<file path="config.mk">
export PLATFORM = sky130hd
export DESIGN_NAME = bus_master_port
export DESIGN_NICKNAME = d
export VERILOG_FILES = /design/src/rtl/bus_pkg.sv /design/src/rtl/piso_sipo_shift.sv /design/src/rtl/bus_master_port.sv
export SDC_FILE = /design/constraint.sdc
export NUM_CORES = 1
export LEC_CHECK = 0
export CAP_MARGIN = 20
export CORE_MARGIN = 2
export CORE_UTILIZATION = 40
export CTS_CLUSTER_SIZE = 28
export DETAILED_ROUTE_END_ITERATION = 16
export GPL_TIMING_DRIVEN = 0
export PLACE_DENSITY = 0.74
export SLEW_MARGIN = 10
export SYNTH_ARGS = -nofsm -noshare
export SYNTH_HDL_FRONTEND = slang
export SYNTH_SLANG_ARGS = --single-unit
</file>
<file path="constraint.sdc">
create_clock -name clk -period 1.93 [get_ports clk]
set_input_delay 0.2895 -clock clk [delete_from_list [all_inputs] [get_ports clk]]
set_output_delay 0.2895 -clock clk [all_outputs]
set_load 0.005 [all_outputs]
</file>
<file path="src/rtl/bus_pkg.sv">
// Shared definitions for the serial system bus master/slave ports.
// Latency: n/a (types and constants only).
// Backpressure: n/a.
package bus_pkg;

    localparam int ADDR_WIDTH_DEF           = 16;
    localparam int DATA_WIDTH_DEF           = 8;
    localparam int SLAVE_MEM_ADDR_WIDTH_DEF = 12;
    localparam int ACK_TIMEOUT_DEF          = 16;

    localparam logic MODE_READ  = 1'b0;
    localparam logic MODE_WRITE = 1'b1;

    typedef enum logic [2:0] {
        IDLE,
        REQ,
        ADDR,
        WAIT_ACK,
        WDATA,
        RDATA,
        SPLIT,
        DONE
    } bus_state_t;

    function automatic int max_int(input int a, input int b);
        return (a > b) ? a : b;
    endfunction

endpackage

</file>
<file path="src/rtl/piso_sipo_shift.sv">
// Shift register with parallel load; shifts right, LSB leaves first, new bit enters at MSB.
// Latency: load or shift takes effect on the next clock edge.
// Backpressure: none; shifts only when told to.
module piso_sipo_shift #(
    parameter int WIDTH = 8
) (
    input  logic             clk,
    input  logic             rst,
    input  logic             load,
    input  logic [WIDTH-1:0] load_val,
    input  logic             shift,
    input  logic             ser_in,
    output logic [WIDTH-1:0] q
);

    // Load has priority over shift; after WIDTH shifts the first bit in sits at the LSB.
    always_ff @(posedge clk) begin
        if (rst) begin
            q <= '0;
        end else if (load) begin
            q <= load_val;
        end else if (shift) begin
            q <= {ser_in, q[WIDTH-1:1]};
        end
    end

endmodule

</file>
<file path="src/rtl/bus_master_port.sv">
// Master-side bridge: one parallel request -> arbitrated, LSB-first serial bus transfer.
// Latency: 1 + ADDR_WIDTH + ack wait + DATA_WIDTH (+ svalid gaps / split time) + 1 cycles to resp_valid.
// Backpressure: req_ready low from accept until IDLE; resp_valid is a one-cycle pulse with no ready.
module bus_master_port
    import bus_pkg::*;
#(
    parameter int ADDR_WIDTH           = ADDR_WIDTH_DEF,
    parameter int DATA_WIDTH           = DATA_WIDTH_DEF,
    parameter int SLAVE_MEM_ADDR_WIDTH = SLAVE_MEM_ADDR_WIDTH_DEF,
    parameter int ACK_TIMEOUT          = ACK_TIMEOUT_DEF
) (
    input  logic                  clk,
    input  logic                  rst,
    input  logic                  req_valid,
    output logic                  req_ready,
    input  logic                  req_mode,
    input  logic [ADDR_WIDTH-1:0] req_addr,
    input  logic [DATA_WIDTH-1:0] req_wdata,
    output logic                  resp_valid,
    output logic [DATA_WIDTH-1:0] resp_rdata,
    output logic                  resp_err,
    output logic                  m_breq,
    input  logic                  m_bgrant,
    output logic                  m_wdata,
    output logic                  m_mode,
    output logic                  m_mvalid,
    input  logic                  m_rdata,
    input  logic                  m_svalid,
    input  logic                  m_ack,
    input  logic                  m_split
);

    localparam int CNT_W = $clog2(max_int(ADDR_WIDTH, DATA_WIDTH));
    localparam int TMR_W = $clog2(ACK_TIMEOUT) + 1;
    // The serial address is the slave-local offset followed by the device select bits.
    localparam int DEV_W = ADDR_WIDTH - SLAVE_MEM_ADDR_WIDTH;
    localparam logic [CNT_W-1:0] ADDR_LAST = CNT_W'(SLAVE_MEM_ADDR_WIDTH + DEV_W - 1);
    localparam logic [CNT_W-1:0] DATA_LAST = CNT_W'(DATA_WIDTH - 1);
    localparam logic [TMR_W-1:0] TMR_LAST  = TMR_W'(ACK_TIMEOUT - 1);

    bus_state_t            state, state_nxt;
    logic [CNT_W-1:0]      cnt;
    logic [TMR_W-1:0]      tmr;
    logic [ADDR_WIDTH-1:0] addr_q;
    logic                  mode_q;
    logic                  err_q;
    logic [DATA_WIDTH-1:0] dat_q;
    logic                  dat_in;

    logic accept, cnt_clr, cnt_inc, tmr_clr, err_set, dat_shift;

    // Write data leaves from the LSB; read data enters at the MSB so it lands LSB-first.
    assign dat_in = (state == RDATA) && m_rdata;
    assign m_mode = (state != IDLE) && mode_q;

    piso_sipo_shift #(
        .WIDTH(DATA_WIDTH)
    ) u_dat_shift (
        .clk      (clk),
        .rst      (rst),
        .load     (accept),
        .load_val (req_mode ? req_wdata : '0),
        .shift    (dat_shift),
        .ser_in   (dat_in),
        .q        (dat_q)
    );

    // State register.
    always_ff @(posedge clk) begin
        if (rst) begin
            state <= IDLE;
        end else begin
            state <= state_nxt;
        end
    end

    // Request latch, bit counter, ack timer and error flag.
    always_ff @(posedge clk) begin
        if (rst) begin
            addr_q <= '0;
            mode_q <= MODE_READ;
            err_q  <= 1'b0;
            cnt    <= '0;
            tmr    <= '0;
        end else begin
            if (accept) begin
                addr_q <= req_addr;
                mode_q <= req_mode;
                err_q  <= 1'b0;
            end else if (err_set) begin
                err_q  <= 1'b1;
            end
            if (cnt_clr) begin
                cnt <= '0;
            end else if (cnt_inc) begin
                cnt <= cnt + CNT_W'(1);
            end
            if (tmr_clr) begin
                tmr <= '0;
            end else if (state == WAIT_ACK && tmr != '1) begin
                tmr <= tmr + TMR_W'(1);
            end
        end
    end

    // Next state, control strobes and Moore outputs.
    always_comb begin
        state_nxt  = state;
        accept     = 1'b0;
        cnt_clr    = 1'b0;
        cnt_inc    = 1'b0;
        tmr_clr    = 1'b0;
        err_set    = 1'b0;
        dat_shift  = 1'b0;
        req_ready  = 1'b0;
        resp_valid = 1'b0;
        resp_rdata = '0;
        resp_err   = 1'b0;
        m_breq     = 1'b0;
        m_wdata    = 1'b0;
        m_mvalid   = 1'b0;
        case (state)
            IDLE: begin
                req_ready = 1'b1;
                if (req_valid) begin
                    accept    = 1'b1;
                    state_nxt = REQ;
                end
            end
            REQ: begin
                m_breq = 1'b1;
                if (m_bgrant) begin
                    cnt_clr   = 1'b1;
                    state_nxt = ADDR;
                end
            end
            ADDR: begin
                m_breq   = 1'b1;
                m_mvalid = 1'b1;
                m_wdata  = addr_q[cnt];
                if (!m_bgrant) begin
                    err_set   = 1'b1;
                    state_nxt = DONE;
                end else if (cnt == ADDR_LAST) begin
                    cnt_clr   = 1'b1;
                    tmr_clr   = 1'b1;
                    state_nxt = WAIT_ACK;
                end else begin
                    cnt_inc = 1'b1;
                end
            end
            WAIT_ACK: begin
                m_breq = 1'b1;
                if (!m_bgrant) begin
                    err_set   = 1'b1;
                    state_nxt = DONE;
                end else if (m_ack) begin
                    state_nxt = (mode_q == MODE_WRITE) ? WDATA : RDATA;
                end else if (tmr == TMR_LAST) begin
                    err_set   = 1'b1;
                    state_nxt = DONE;
                end
            end
            WDATA: begin
                m_breq   = 1'b1;
                m_mvalid = 1'b1;
                m_wdata  = dat_q[0];
                if (!m_bgrant) begin
                    err_set   = 1'b1;
                    state_nxt = DONE;
                end else begin
                    dat_shift = 1'b1;
                    if (cnt == DATA_LAST) begin
                        state_nxt = DONE;
                    end else begin
                        cnt_inc = 1'b1;
                    end
                end
            end
            RDATA: begin
                m_breq = 1'b1;
                // A split or a lost grant parks the transfer; the bit count is kept.
                if (m_split || !m_bgrant) begin
                    state_nxt = SPLIT;
                end else if (m_svalid) begin
                    dat_shift = 1'b1;
                    if (cnt == DATA_LAST) begin
                        state_nxt = DONE;
                    end else begin
                        cnt_inc = 1'b1;
                    end
                end
            end
            SPLIT: begin
                m_breq = 1'b1;
                if (m_bgrant && !m_split) begin
                    state_nxt = RDATA;
                end
            end
            DONE: begin
                resp_valid = 1'b1;
                resp_rdata = dat_q;
                resp_err   = err_q;
                state_nxt  = IDLE;
            end
            default: begin
                state_nxt = IDLE;
            end
        endcase
    end

endmodule
</file>
# Word-level counts from Yosys, hierarchy flattened

Index checks and enable logic that the tools add are counted.

Add/subtract/negate cells: 2
Muxes and demuxes: 48
Equality and inequality tests: 17
Reductions and logical operators: 16
Magnitude comparators: 1

Operator list:

| kind                                                   | number |
|---|---|
| two-way mux 3 bit                                      | 12 |
| two-way mux 8 bit                                      | 4 |
| two-way mux 1 bit                                      | 25 |
| one-hot mux 3 bit (8 select lines)                     | 1 |
| equality test 3 bit (second input constant)            | 4 |
| one-hot mux 1 bit (2 select lines)                     | 4 |
| OR reduction 2 bit                                     | 4 |
| equality test 3 x 2 -> 1 bit (second input constant)   | 2 |
| inequality test 2 bit (second input constant)          | 3 |
| AND reduction 6 bit                                    | 1 |
| OR reduction 6 bit                                     | 1 |
| adder 5 x 1 -> 5 bit (second input constant)           | 1 |
| equality test 5 x 4 -> 1 bit (second input constant)   | 1 |
| < comparator 4 x 5 -> 1 bit (second input constant)    | 1 |
| inequality test 5 bit (second input constant)          | 1 |
| adder 4 x 1 -> 4 bit (second input constant)           | 1 |
| binary-select mux 1 bit (select 4 bit)                 | 1 |
| equality test 4 x 3 -> 1 bit (second input constant)   | 1 |
| equality test 4 bit (second input constant)            | 1 |
| logical AND 1 bit                                      | 4 |
| inequality test 4 x 3 -> 1 bit (second input constant) | 1 |
| equality test 3 x 1 -> 1 bit (second input constant)   | 1 |
| zero test 3 bit                                        | 1 |
| inequality test 3 x 2 -> 1 bit (second input constant) | 1 |
| 6 further kinds                                        | 7 |

Register bits after elaboration: 38
Output and inout port bits: 15
Bits of input ports: 33

# Logic depth before layout (Yosys ltp)

Word-level depth: 6
Mapped depth: 8
Depth with buffers taken out: 8

# By module

From an unflattened synthesis, not the netlist that was laid out.

Cells, all modules: 253
Area, all modules: 2122.0 um^2

Modules (own cells, without submodules):

| module          | seq. area each (um^2) | area an instance (um^2) | instances | cells an instance |
|---|---|---|---|---|
| bus_master_port | 600.6                 | 1752.9                  | 1         | 218 |
| piso_sipo_shift | 160.2                 | 369.1                   | 1         | 35 |

# Worst setup path after synthesis

OpenSTA, ideal clock, no wires.

Path kind: register -> output
From: register cnt[0]
To: output m_wdata
Data required time: 1640 ps
Arrival: 1358 ps
Slack: 283 ps
Stages on the path, launching flop included: 7
Cell sequence: dfxtp_1 buf_4 mux4_2 mux2i_1 nor4_1 a31oi_1 o21ai_1

Longest elaborated chain between the ends: 3

RTL lines:

| what                                    | RTL line               | text |
|---|---|---|
| start, declared                         | bus_master_port.sv:42  | `logic [CNT_W-1:0] cnt;` |
| start signal, assigned                  | bus_master_port.sv:96  | `cnt <= cnt + CNT_W'(1);` |
| binary-select mux 1 bit (select 4 bit)  | bus_master_port.sv:140 | `m_wdata = addr_q[cnt];` |
| two-way mux 1 bit (not written as such) | bus_master_port.sv:140 |  |
| one-hot mux 1 bit (2 select lines)      | bus_master_port.sv:122 | `case (state)` |
| end, declared                           | bus_master_port.sv:24  | `output logic m_wdata,` |

No other way between the ends. The select of a mux whose other input is x is not followed.

# Worst setup path in the final report

Same ends and word-level chain as after synthesis.

==> flow_summary_export.csv <==
group,metric,value,unit
critical_path,path_class,"reg -> out",
cells_and_area,area_growth_syn_to_layout,33.8,%
cells_and_area,n_antenna_cell,0,
cells_and_area,fillers,492,
sta,fin_crit_sh,109,%
logic_synthesis,ys_warn_count,0,
clock_tree,numClockSinks,38,
logic_synthesis,ys.flop_type,"dfxtp_1",
detailed_routing,wl_per_cell,13.2,µm
sta,worst_slew_pin_slew,0.564,ns
detailed_routing,post_drt_via_cell_ratio,5.21,
detailed_routing,drc,0,
logic_synthesis,synth.most_common_cell,"nand2_1",
floorplanning,die-area,5990,µm²
global_route,antenna_found_initial,0,
floorplanning,io_pins,48,
flow_run,maxCapViolCount,0,
detailed_routing,drt-total-wl,5150,µm
floorplanning,die_w,77.4,µm
run_status,outcome,"finished, violations left",
global_route,grt_util_all_layers,18.5,%
cells_and_area,postLayoutCoreUtil,56.1,%
power_and_ir_drop,ir_drop,0.000452,V
logic_synthesis,ys_top_cells_by_count,"nand2_1, dfxtp_1, a21oi_1",
sta,setup_tns,-0.165,ns
logic_synthesis,synth_top_area_share,35.3,%
logic_synthesis,ys_seq_area_share,35.3,%
min_path,hold_path_class,"in -> reg",
floorplanning,die_height,77.4,µm
placed_design,dp_hpwl,3660,µm
power_and_ir_drop,leakage,1.13,nW
sta,relSlewSlack,62.4,%
clock_tree,cts_made_buffers,5,
logic_synthesis,synth-edff-count,0,
clock_tree,path_clk_slew,0.08,ns
clock_tree,cts-root-buf,"clkbuf_8",
global_route,grt_overflow,0,
placed_design,numPortBuffers,46,
floorplanning,rows,26,
sta,slew_violations,0,
critical_path,cp-end-kind,"output port",
placed_design,gp_congestion,0.855,
run_status,violations,"setup timing",
clock_tree,cts_tree,"done",
global_route,grt_pass1_wl,8770,µm
logic_synthesis,yosysTopAreaCell,"dfxtp_1",
clock_tree,hold_buffers,0,
sta,rsz0062_at_grt,"true",
global_route,grt_pass1_vias,1897,
cells_and_area,drive_gt1_share,19.7,%
logic_synthesis,yosys-top-cells-area,"dfxtp_1, nand2_1, a21oi_1, mux4_2, mux2_1",
power_and_ir_drop,power_density,685,nW/µm²
cells_and_area,layout.nets,356,
sta,timing.final.crit_period,2.10,ns
sta,setup_ws,-0.165,ns
detailed_routing,firstDrtPassIters,4,
clock_tree,clk_path_buf_depth,2,
floorplanning,initial_utilization,41.9,%
logic_synthesis,synth_cell_types,52,
detailed_routing,drtAntennaViolNets,0,
logic_synthesis,ys_seq_elements,38,
critical_path,cp.arrival,1.81,ns
logic_synthesis,synth_cells,255,
detailed_routing,drt-initial-drc-count,85,
placed_design,post-place-ws,-0.331,ns
detailed_routing,vias,2030,
global_route,grt_max_degree,13,
sta,hold_viol_final,0,
floorplanning,core_area,5140,µm²
logic_synthesis,synth_area,2160,µm²
critical_path,crit_fanout,5,
sta,setup_viol,1,
logic_synthesis,postSynth.asyncResetShare,0,%
critical_path,cp_data_required_time,1.64,ns
sta,fmax,477,MHz
clock_tree,clock_latency,0.30,ns
sta,fin_skew,0.00871,ns
logic_synthesis,syn_nets,292,
clock_tree,htree_levels,2,
logic_synthesis,avgSynthCellArea,8.45,µm²
critical_path,cp-start-kind,"flop",
==> final timing paths <==
| check | start | end | slack, ns | cells after the start |
|---|---|---|---|---|
| setup / recovery | cnt[0] | m_wdata | -0.17 | 6 |
| hold / removal | req_mode | u_dat_shift.q[1] | 0.31 | 3 |
| setup reg to reg | tmr[0] | state[2] | 0.13 | 8 |
| hold reg to reg | addr_q[6] | addr_q[6] | 0.45 | 2 |
==> layout by cell type, fill, tap and decap left out, types with 3 or more instances in the layout <==
cell type	netlist	final
mux2_1	6	6
clkbuf_2	0	5
a31oi_1	3	3
buf_4	3	13
ha_1	4	4
xnor2_1	3	3
o21ai_0	4	4
mux2i_1	4	4
clkdlybuf4s50_1	0	31
a21oi_1	32	32
buf_6	4	8
dfxtp_1	38	35
nor3_1	5	5
nand2_1	49	49
and2_1	10	10
nor2_1	17	17
clkbuf_8	0	6
nand2b_1	5	5
dlygate4sd2_1	0	9
nand4_1	3	3
nand3_1	8	8
mux4_2	4	4
buf_2	6	3
clkbuf_1	6	6
a21oi_2	3	3
==> per-layer routing <==
layer,global-route usage [%],share of wire (%),vias to the layer above
met5,0,0,-
li1,-,-,1011
met4,6.07,1.6,0
met3,5.47,5.4,8
met2,30.2,47,61
met1,23.5,46,950
==> critical path, stage by stage, from the launching register on <==
cell and delay (ns):
dfxtp_4 0.38, mux4_2 0.49, mux2i_1 0.19, nor4_1 0.06
a31oi_1 0.14, o21ai_1 0.11, buf_2 0.14
==> repair_timing <==
item,CTS,global route
resized for setup,37,7
hold endpoints to repair,0,0
pin swaps,2,1
setup endpoints to repair,14,7
buffers inserted,8,4
==> cell families (layout without fill, tap and decap cells) <==
family	Yosys count	in the layout	share of synthesized area (%)
DFF	38	38	35.3
adders and majority gates	4	4	2.32
muxes	15	15	9.69
and+or+nand+nor	120	120	29.8
buffers and inverters	21	86	5.92
AOI/OAI and AO/OA	52	52	15.0
xor gates and xnor gates	5	5	2.03
==> sequential cells by signal (all words and copies together), names as in the netlist <==
register and flops:
addr_q 16, cnt 4, err_q 1, mode_q 1, state 3, tmr 5
u_dat_shift.q 8
==> final cells by class <==
type,instances,area [µm²],area share [%]
sequential,38,769,26.7
buffer,18,138,4.77
multi-input combinational,196,1280,44.3
tap,70,87.6,3.04
timing repair buffer,58,509,17.6
clock buffer,6,82.6,2.86
inverter,2,7.51,0.260
clock inverter,2,12.5,0.434
==> metrics by stage <==
| stage | cells | power (mW) | area, µm² | hold WS [ns] |
|---|---|---|---|---|
| detailed placement | 371 | 1.36 | 2700 | 0.446 |
| CTS | 387 | 1.96 | 2890 | 0.315 |
| floorplan | 255 | 1.19 | 2160 | 0.425 |
| global route | 390 | 2.09 | 2890 | 0.322 |
| finish | 390 | 1.98 | 2890 | 0.315 |
| global placement | 371 | 1.35 | 2700 | 0.442 |
==> power by group <==
part	leakage [nW]	internal [mW]	total, mW	switching, mW
clock network	0.0472	0.287	0.581	0.294
logic	0.772	0.267	0.519	0.252
registers	0.312	0.840	0.877	0.0371
Note: power is estimated with default switching activity, not from simulation.
